===== config.mk =====
export PLATFORM = sky130hd
export DESIGN_NAME = spi_master_rw
export DESIGN_NICKNAME = d
export VERILOG_FILES = /design/src/rtl/spi_master_rw.sv
export SDC_FILE = /design/constraint.sdc
export NUM_CORES = 1
export LEC_CHECK = 0
export ABC_AREA = 1
export ABC_CLOCK_PERIOD_IN_PS = 4600
export BUFFER_PORTS_ARGS = -buffer_cell sky130_fd_sc_hd__buf_2
export CAP_MARGIN = 40
export CORE_MARGIN = 5
export CORE_UTILIZATION = 41
export CTS_BUF_LIST = sky130_fd_sc_hd__clkbuf_4 sky130_fd_sc_hd__clkbuf_8
export DETAILED_ROUTE_END_ITERATION = 10
export PLACE_DENSITY = 0.58
export SLEW_MARGIN = 40
export SYNTH_ARGS = -nofsm -noshare
export SYNTH_HDL_FRONTEND = slang
export SYNTH_SLANG_ARGS = --single-unit

===== constraint.sdc =====
create_clock -name clock -period 4.6 [get_ports clock]
set_input_delay 0.46 -clock clock [delete_from_list [all_inputs] [get_ports clock]]
set_output_delay 0.46 -clock clock [all_outputs]
set_load 0.01 [all_outputs]

===== src/rtl/spi_master_rw.sv =====
// Parametrised SPI master: configurable width, divider, CS count and mode.
// Chip select can be held across words and released explicitly when idle.
module spi_master_rw #(
  parameter int WIDTH = 8,
  parameter int NCS   = 1,
  parameter int DIV   = 2,
  parameter bit CPOL  = 1'b0,
  parameter bit CPHA  = 1'b0,
  localparam int CSW  = (NCS > 1) ? $clog2(NCS) : 1
) (
  input  logic             clock,
  input  logic             reset,
  input  logic             write,
  input  logic [WIDTH:0]   din,
  input  logic [CSW-1:0]   cs_sel,
  input  logic             cs_release,
  output logic [WIDTH-1:0] dout,
  output logic             busy,
  output logic             done,
  output logic [NCS-1:0]   cs,
  output logic             sck,
  output logic             mosi,
  input  logic             miso
);

  localparam int EW = $clog2(2 * WIDTH) + 1;
  localparam logic [7:0]    CMAX   = 8'(DIV - 1);
  localparam logic [EW-1:0] EMAX   = EW'(2 * WIDTH - 1);
  localparam logic [NCS-1:0] CS_OFF = '1;

  typedef enum logic [1:0] {IDLE, SETUP, SHIFT, HOLD} state_t;

  state_t           state, state_nx;
  logic             start_q;
  logic             hold_q;
  logic [CSW-1:0]   sel_q;
  logic [WIDTH-1:0] tx_q;
  logic [WIDTH-1:0] rx_q;
  logic [7:0]       cnt_q;
  logic [EW-1:0]    edge_q;
  logic             tick;
  logic             last_edge;
  logic             lead;
  logic             accept;
  logic             finish;
  logic             launch;

  // Out-of-range selects shift the zero away, leaving every CS high.
  function automatic logic [NCS-1:0] sel_cs(input logic [CSW-1:0] s);
    return ~(NCS'(1) << s);
  endfunction

  always_ff @(posedge clock or posedge reset) begin
    if (reset) state <= IDLE;
    else       state <= state_nx;
  end

  always_comb begin
    state_nx = state;
    unique case (state)
      IDLE:  if (start_q) state_nx = SETUP;
      SETUP: if (tick) state_nx = SHIFT;
      SHIFT: if (tick && last_edge) state_nx = HOLD;
      HOLD:  if (tick) state_nx = IDLE;
    endcase
  end

  always_comb begin
    busy      = (state != IDLE);
    tick      = (cnt_q == CMAX);
    last_edge = (edge_q == EMAX);
    lead      = ~edge_q[0];
    accept    = write && (state == IDLE) && !start_q;
    launch    = (state == IDLE) && start_q;
    finish    = (state == HOLD) && tick;
  end

  always_ff @(posedge clock or posedge reset) begin
    if (reset) begin
      start_q <= 1'b0;
      hold_q  <= 1'b0;
      sel_q   <= '0;
      tx_q    <= '0;
      rx_q    <= '0;
      cnt_q   <= '0;
      edge_q  <= '0;
      cs      <= CS_OFF;
      sck     <= CPOL;
      mosi    <= 1'b0;
      done    <= 1'b0;
      dout    <= '0;
    end else begin
      done <= finish;

      if (state == IDLE || tick) cnt_q <= '0;
      else                       cnt_q <= cnt_q + 8'd1;

      // A write in the same cycle as cs_release takes priority.
      if (accept) begin
        start_q <= 1'b1;
        tx_q    <= din[WIDTH-1:0];
        sel_q   <= cs_sel;
        hold_q  <= din[WIDTH];
      end else if (cs_release && state == IDLE && !start_q) begin
        cs     <= CS_OFF;
        hold_q <= 1'b0;
      end

      if (launch) begin
        start_q <= 1'b0;
        cs      <= sel_cs(sel_q);
        rx_q    <= '0;
        edge_q  <= '0;
        if (!CPHA) begin
          mosi <= tx_q[WIDTH-1];
          tx_q <= tx_q << 1;
        end
      end

      if (state == SHIFT && tick) begin
        sck    <= ~sck;
        edge_q <= edge_q + 1'b1;
        if (lead) begin
          if (CPHA) begin
            mosi <= tx_q[WIDTH-1];
            tx_q <= tx_q << 1;
          end else begin
            rx_q <= (rx_q << 1) | WIDTH'(miso);
          end
        end else begin
          if (CPHA) begin
            rx_q <= (rx_q << 1) | WIDTH'(miso);
          end else if (!last_edge) begin
            mosi <= tx_q[WIDTH-1];
            tx_q <= tx_q << 1;
          end
        end
      end

      if (finish) begin
        dout <= rx_q;
        if (!hold_q) cs <= CS_OFF;
      end
    end
  end

endmodule


==> out/results.txt <==
final critical-path share of the clock period: 41.4%
Final ANT Viol Nets: 0
leakage power of the design: 1.38 nW
most frequent standard cell in the layout excluding fill and tap cells: sky130_fd_sc_hd__nand2_1
die footprint: 0.00737 sq mm
post-CTS sizing: 0
DRC violations left: 0
first-pass GRT wire length: 7.90 mm
Std-Cell Rows: 27
DR iter-0 viols: 97
Layout Area Growth over Synthesis: 10.8%
cells along the critical path: ha_1, nand2_1, nor2_1, ha_1, nor2_1, nand3_4, nand2_4, nand2_1, nand2_1
clock-pin slew on the worst setup and hold paths: 0.09 ns
total via count in the routed design: 1822
max-slew violation total from the final report: 0
sequential standard cell area: 0.00115 sq mm
Arr. time, crit path: 2.14 ns
Hold WC Path Type: primary input to asynchronous set/reset pin
crit-path max FO: 18
all-layer global routing usage: 13.3%
Post-Route Setup TNS: 0 ns
wire per inst: 11.8 um
clock tree from TritonCTS: done
total power per unit cell area: 594 mW/mm^2
Overflow after GRT: 0
remaining max-slew budget at the tightest pin: 61.4%
flip-flop and latch count after synthesis: 46
number of iterations in the first detailed-routing pass: 4
post-CTS setup buffers: 0
proportion of synthesized chip area in sequential cells: 48.9%
YS warnings: 0
Fill cells: 582
clock net sink count: 46
number of antenna repair diodes: 0
number of buffers added to fix hold violations after cts: 0
synthesized instance count: 284
area taken by multi-input logic gates: 0.00103 sq mm
slowest cell on the critical path: sky130_fd_sc_hd__dfrtp_1
endpoints failing hold: 0
number of global-route vias before repair: 1704
htree depth: 2
Crit. End Element: flop
clock root cell: sky130_fd_sc_hd__clkbuf_8
clock period minus worst slack: 1.90 ns
stage delay of the slowest cell on the critical path: 0.56 ns
Core Box Area: 0.00554 sq mm
setup repair after global routing missed its margin: no
maximum clock insertion buffer count: 2
synthesized area: 0.00236 sq mm
clock buffers created by TritonCTS: 5
I/O pin total: 28
height of the die: 85.8 um
fraction of final layout cells sized beyond drive strength 1: 18.4%
initial standard-cell utilization of the core: 42.5%
post-synthesis average cell area: 8.30 sq um
worst setup path class: flop to flop
pin count of the biggest net entering global routing: 47
Achievable Freq: 526 MHz
total design power: 1.55 mW
Setup crit start kind: flop
data required time of the worst path: 4.84 ns
clk_lat worst skew: 0.30 ns
Top cell by count, worst path: sky130_fd_sc_hd__nand2_1
total of buffers placed on input and output ports: 27
routed via count divided by cell count: 4.78
RD Place Congestion: 0.798
Final Routed Wirelength: 4.51 mm
horizontal die dimension: 85.8 um
detailed placer's ending HPWL: 3.10 mm
transition time at the pin with the least slew margin: 0.579 ns
Post-Synthesis Net Count: 307
maximum vdd drop: 0.190 mV
number of distinct standard cells referenced by the synthesized netlist: 27
post-layout net count: 331
Final setup viols: 0
result of the run: finished clean
reported max-cap violation count: 0
final setup skew: 0.00771 ns
most used cells in the layout excluding fill and tap cells: sky130_fd_sc_hd__nand2_1, sky130_fd_sc_hd__dfrtp_1, sky130_fd_sc_hd__nand3_1
initial antenna violation count: 0
critical path: cells and delay by family, from the launching register on:
| family | cells | cell delay [ns] |
|---|---|---|
| adder cells (fa/ha/maj) | 2 | 0.51 |
| flip-flops | 1 | 0.56 |
| AND/OR/NAND/NOR | 7 | 0.78 |
state kept, by name, summed over array words and instances, names as in the netlist:
signal   count
cnt_q        8
dout         8
rx_q         8
tx_q         8
edge_q       5
state        2
cs           1
done         1
hold_q       1
mosi         1
sck          1
sel_q        1
start_q      1
through the flow:
stage	hold slack (ns)	area (sq um)	worst slack [ns]	utilization, %	instances
final	0.234	2610	2.70	47.2	381
after global routing	0.278	2610	2.52	47.2	381
after CTS	0.251	2610	2.66	47.2	381
after floorplan	0.392	2360	3.05	-	284
after global placement	0.406	2510	2.66	45.3	373
after detailed placement	0.405	2520	2.71	45.4	373
synth_stat cells:
master	count	area share, %
sky130_fd_sc_hd__nand2_2	1	0.27
sky130_fd_sc_hd__xnor2_1	2	0.74
sky130_fd_sc_hd__buf_1	1	0.16
sky130_fd_sc_hd__inv_2	1	0.16
sky130_fd_sc_hd__inv_1	27	4.3
sky130_fd_sc_hd__dfstp_2	1	1.1
sky130_fd_sc_hd__nor2_4	2	0.96
sky130_fd_sc_hd__nor3_1	2	0.42
sky130_fd_sc_hd__clkinv_2	1	0.21
sky130_fd_sc_hd__o211ai_1	1	0.32
sky130_fd_sc_hd__clkbuf_1	3	0.48
sky130_fd_sc_hd__a21oi_1	2	0.42
sky130_fd_sc_hd__ha_1	8	4.2
sky130_fd_sc_hd__buf_6	4	1.9
sky130_fd_sc_hd__nor2_1	17	2.7
sky130_fd_sc_hd__o21ai_1	2	0.42
sky130_fd_sc_hd__nand2_1	91	14
sky130_fd_sc_hd__nand3_4	1	0.74
sky130_fd_sc_hd__xor2_1	2	0.74
sky130_fd_sc_hd__nand3_1	43	9.1
sky130_fd_sc_hd__dfrtp_1	45	48
sky130_fd_sc_hd__o22ai_1	1	0.27
sky130_fd_sc_hd__buf_2	2	0.42
sky130_fd_sc_hd__mux2_2	1	0.48
sky130_fd_sc_hd__o21ai_2	9	3.3
sky130_fd_sc_hd__o21ai_0	11	2.3
sky130_fd_sc_hd__nand2_4	3	1.4
area by class of cell:
| type | instances | share of cell area [%] |
|---|---|---|
| Clock inverter | 1 | 0.192 |
| Multi-Input combinational cell | 199 | 39.3 |
| Clock buffer | 7 | 3.45 |
| Timing Repair Buffer | 27 | 5.17 |
| Inverter | 29 | 4.31 |
| Sequential cell | 46 | 44.1 |
| Tap cell | 72 | 3.45 |
layer usage:
| layer | GRT usage, % | vias up | wire length (um) |
|---|---|---|---|
| li1 | - | 950 | - |
| met1 | 18.0 | 839 | 2230 |
| met2 | 20.8 | 31 | 2090 |
| met3 | 4.13 | 2 | 159 |
| met4 | 3.45 | 0 | 29 |
| met5 | 0 | - | 0 |
power by group:
part           switching (mW)  leakage [nW]  internal (mW)
sequential              0.110         0.598          0.555
combinational           0.395         0.730          0.228
clock                   0.136        0.0517          0.127
kinds of logic after synthesis:
logic type	synth area share, %
flip-flops	48.9
XOR/XNOR	1.49
adder cells (fa/ha/maj)	4.25
AO/OA/AOI/OAI	7.11
multiplexers	0.478
AND/OR/NAND/NOR	30.1
buffers and inverters	7.64
path summary, 6_finish.rpt:
path	startpoint	to	slack, ns	cells past startpoint
worst min-delay path	reset	cnt_q[0]$_DFF_PP0_	0.23	2
min in group clock	cs_sel	sel_q$_DFFE_PP0N_	0.39	2
worst min register to register	hold_q$_DFFE_PP0P_	cs$_DFF_PP1_	0.42	1
worst max register to register	edge_q[0]$_DFFE_PP0P_	tx_q[7]$_DFF_PP0_	2.70	9
worst max-delay path	edge_q[0]$_DFFE_PP0P_	tx_q[7]$_DFF_PP0_	2.70	9
max in group asynchronous	reset	state[1]$_DFFE_PP0P_	3.98	2
Note: power is estimated with default switching activity, not from simulation.
